<file path="src/rtl/count.sv">
// Up/down binary counter with compare-match and wrap (overflow) pulse.
// Free-running over the full range, or bounded by match_value.
module count #(
    parameter int bin = 32
) (
    input  logic           clk,
    input  logic           reset_n,
    input  logic           enable,
    input  logic [1:0]     mode,
    input  logic [bin-1:0] match_value,
    output logic [bin-1:0] oCounter,
    output logic           match,
    output logic           ovf
);

    localparam logic [bin-1:0] CNT_ONE = bin'(1);
    localparam logic [bin-1:0] CNT_MAX = '1;

    logic [bin-1:0] cnt_q, cnt_d;
    logic           ovf_q, ovf_d;
    logic           up_n;
    logic           bounded;

    assign up_n    = mode[0];
    assign bounded = mode[1];

    always_comb begin
        cnt_d = cnt_q;
        ovf_d = 1'b0;
        if (enable) begin
            unique case ({bounded, up_n})
                2'b00: begin
                    cnt_d = cnt_q + CNT_ONE;
                    ovf_d = (cnt_q == CNT_MAX);
                end
                2'b01: begin
                    cnt_d = cnt_q - CNT_ONE;
                    ovf_d = (cnt_q == '0);
                end
                2'b10: begin
                    // A count above a freshly lowered limit still wraps at full scale.
                    if ((cnt_q == match_value) || (cnt_q == CNT_MAX)) begin
                        cnt_d = '0;
                        ovf_d = 1'b1;
                    end else begin
                        cnt_d = cnt_q + CNT_ONE;
                    end
                end
                2'b11: begin
                    if (cnt_q == '0) begin
                        cnt_d = match_value;
                        ovf_d = 1'b1;
                    end else begin
                        cnt_d = cnt_q - CNT_ONE;
                    end
                end
                default: begin
                    cnt_d = cnt_q;
                    ovf_d = 1'b0;
                end
            endcase
        end
    end

    always_ff @(posedge clk or negedge reset_n) begin
        if (!reset_n) begin
            cnt_q <= '0;
            ovf_q <= 1'b0;
        end else begin
            cnt_q <= cnt_d;
            ovf_q <= ovf_d;
        end
    end

    assign oCounter = cnt_q;
    assign ovf      = ovf_q;
    assign match    = (cnt_q == match_value);

endmodule

</file>
<file path="config.mk">
export PLATFORM = sky130hd
export DESIGN_NAME = count
export DESIGN_NICKNAME = d
export VERILOG_FILES = /design/src/rtl/count.sv
export SDC_FILE = /design/constraint.sdc
export NUM_CORES = 1
export LEC_CHECK = 0
export ABC_AREA = 1
export BUFFER_PORTS_ARGS = -buffer_cell sky130_fd_sc_hd__buf_2
export CORE_MARGIN = 3
export CORE_UTILIZATION = 50
export CTS_CLUSTER_DIAMETER = 40
export DETAILED_ROUTE_END_ITERATION = 16
export PLACE_DENSITY = 0.71
export SYNTH_ARGS = -nofsm -noshare
export SYNTH_HDL_FRONTEND = slang
export SYNTH_SLANG_ARGS = --single-unit
</file>
<file path="constraint.sdc">
create_clock -name clk -period 2.58 [get_ports clk]
set_clock_uncertainty 0.1 [all_clocks]
set_input_delay 0.387 -clock clk [delete_from_list [all_inputs] [get_ports clk]]
set_output_delay 0.387 -clock clk [all_outputs]
set_load 0.01 [all_outputs]
</file>
==> qor.yml <==
drv_cap: 0
multiInputGateArea_um2: 3301
syn_inst: 772
rows: 34
global_route.usage.total_pct: 29.70
fin_setup_tns_ns: 0
max_freq_mhz: 420.6
syn_avg_cell_area_um2: 6.159
antenna_found_initial: 0
regArea_um2: 828.3
layout_commonest_cell: "nand2_1"
die-area_um2: 10720
io_pins: 71
htree_levels: 2
p_sw_mw: 1.157
period_share_pct: 92.16
placed_cells: 948
crit_required_ns: 2.09
antennaDiodeCount: 0
p_leak_nw: 2.454
grt_util_met2_pct: 47.10
power_density_nw_per_um2: 465.2
vdd_ir_drop_max_v: 0.0004372
top_usage_layer: "met2"
finalCriticalPeriod_ns: 2.378
start_kind: "flip-flop"
vias_per_cell: 5.291
rsz0062_at_grt: "no"
fin_area_um2: 5255
hold_viol_final: 0
path_class: "flip-flop to output port"
use_met3_pct: 4.602
yosysSeqAreaShare_pct: 17.37
die_y_um: 103.5
layoutNonFillerInstCount: 962
drc: 0
firstDrtPassIters: 6
nets: 875
cp.arrival_ns: 1.89
clk_pin_slew_worst_paths_ns: 0.08
start_util_pct: 52.97
finalMaxSlewViolations: 0
syn-num-nets: 812
p_int_mw: 1.288
power.clock.fraction_pct: 19.2
dr.first_iter.drc_count: 371
coreArea_um2: 8976
antenna_left: 0
routed_wl_um: 16100
cts_made_buffers: 5
final_cell_mix: "222 x nand2_1, 128 x nor2_1, 70 x buf_2, 68 x inv_1, 36 x nand3_1"
synth.distinct_cells: 36
root_buffer: "clkbuf_8"
cts_tree: "built"
relSlewSlack_pct: 42.00
synthesis.area_um2: 4755
gp_congestion: 0.9967
worstSetupEndpointType: "output port"
hp-class: "primary input to asynchronous set/reset pin"
setup_viol: 0
globalRouteOverflowTotal: 0
ys_ff_latch: 33
share_comb_of_total_power_pct: 46.3
clk_path_buf_depth: 2
swShare_pct: 47.32
wl_per_cell_um: 16.73
seqPwrFrac_pct: 34.6
io_buffer_count: 70
vias: 5090
grt_pass1_vias: 4707
clk_latency_ns: 0.30
grt_start_max_net_pins: 34
post_route_cells_drive_above_1_share_pct: 24.76
status: "finished clean"
dp_hpwl_um: 12640
n_fill_cell: 932
tightest_slew_ns: 0.8700
grt.met1_usage_pct: 42.49
yosys_warnings: 0
area_growth_pct: 10.53
cts_sinks: 33
placed_cell_area_um2: 5106
cp_max_fo: 7
grt_first_pass_wirelength_um: 25640
die_w_um: 103.5
-- per-layer routing --
metal	vias up	wire length [um]
met4	0	292
met1	2344	7160
met3	21	1308
met2	215	7337
li1	2510	-
met5	-	0
-- layout make-up --
| class | count | share of cell area, % |
|---|---|---|
| repair buffers | 97 | 11.00 |
| clock buffers | 7 | 1.833 |
| clock inverters | 1 | 0.09524 |
| multi-input cells | 621 | 62.81 |
| flip-flops and latches | 33 | 15.76 |
| inverters | 77 | 5.500 |
| well taps | 126 | 3.000 |
-- path summary, 6_finish.rpt --
path | slack, ns | end | cells after the start | startpoint
setup / recovery | 0.20 | match | 9 | oCounter[18]$_DFFE_PN0P_
min in group clk | 0.33 | oCounter[24]$_DFFE_PN0P_ | 5 | match_value[24]
hold / removal | 0.09 | oCounter[13]$_DFFE_PN0P_ | 1 | reset_n
hold reg to reg | 0.53 | oCounter[0]$_DFFE_PN0P_ | 2 | oCounter[0]$_DFFE_PN0P_
max in group asynchronous | 1.69 | oCounter[15]$_DFFE_PN0P_ | 1 | reset_n
setup reg to reg | 0.25 | oCounter[15]$_DFFE_PN0P_ | 15 | oCounter[10]$_DFFE_PN0P_
-- per-stage QoR --
step                hold WS, ns  setup slack, ns  power, mW  util, %
global route             0.1544         0.001129      2.618    58.54
finish                  0.09458           0.2024      2.445    58.54
global placement         0.4300           0.2991      1.945    56.89
detailed placement       0.4499           0.2193      1.961    56.89
floorplan             -0.008591           0.5904      1.688        -
CTS                      0.1282           0.1577      2.435    58.02
-- registers in the layout, summed over array words and instances (netlist names) --
name	cells
ovf	1
oCounter	32
-- power by group through the flow --
stage,sequential (mW),clock [mW],combinational [mW]
detailed placement,0.850,0,1.11
floorplan,0.701,0,0.987
CTS,0.839,0.479,1.12
global placement,0.843,0,1.10
finish,0.845,0.468,1.13
global route,0.869,0.495,1.25
-- Yosys cell counts --
| cell type | instances | share of area (%) |
|---|---|---|
| a21oi_1 | 17 | 1.8 |
| a21oi_2 | 12 | 2.2 |
| and2_1 | 1 | 0.13 |
| buf_2 | 7 | 0.74 |
| buf_4 | 16 | 2.5 |
| buf_6 | 12 | 2.8 |
| buf_8 | 2 | 0.63 |
| clkbuf_1 | 3 | 0.24 |
| clkbuf_4 | 1 | 0.16 |
| clkinv_1 | 1 | 0.079 |
| dfrtp_1 | 33 | 17 |
| ha_1 | 3 | 0.79 |
| inv_1 | 68 | 5.4 |
| inv_2 | 8 | 0.63 |
| nand2_1 | 222 | 18 |
| nand2_2 | 22 | 2.9 |
| nand2_4 | 3 | 0.71 |
| nand3_1 | 36 | 3.8 |
| nand3_2 | 4 | 0.84 |
| nand3_4 | 1 | 0.37 |
| nand4_1 | 22 | 2.9 |
| nor2_1 | 128 | 10 |
| nor2_2 | 17 | 2.2 |
| nor2_4 | 18 | 4.3 |
| nor2_8 | 2 | 0.84 |
| nor3_1 | 15 | 1.6 |
| nor3_2 | 1 | 0.21 |
| nor3b_1 | 1 | 0.16 |
| nor4_2 | 1 | 0.26 |
| o21ai_0 | 17 | 1.8 |
| o21ai_1 | 3 | 0.32 |
| o21ai_2 | 10 | 1.8 |
| o22ai_1 | 1 | 0.13 |
| or2_2 | 1 | 0.13 |
| xnor2_1 | 28 | 5.2 |
| xor2_1 | 35 | 6.4 |
-- cells by family after synthesis --
family,share of synthesized area [%]
AO/OA/AOI/OAI,8.079
buffers and inverters,13.21
flip-flops,17.37
adder cells (fa/ha/maj),0.7896
AND/OR/NAND/NOR,48.95
XOR/XNOR,11.61
-- critical path: stages, from the launching register on --
cell and delay, ns:
dfrtp_1 0.58, xnor2_1 0.17, nand2_1 0.07, nor2_1 0.12
nand2_1 0.14, nor2_1 0.11, buf_4 0.14, nand2_4 0.07
inv_1 0.07, buf_2 0.12
-- timing repair --
item | CTS | global route
resized for setup | 0 | 2
hold buffers | 0 | 0
setup buffers | 0 | 6
endpoints found under the setup margin | 0 | 5
No activity file was read; power rests on OpenSTA's default activity.
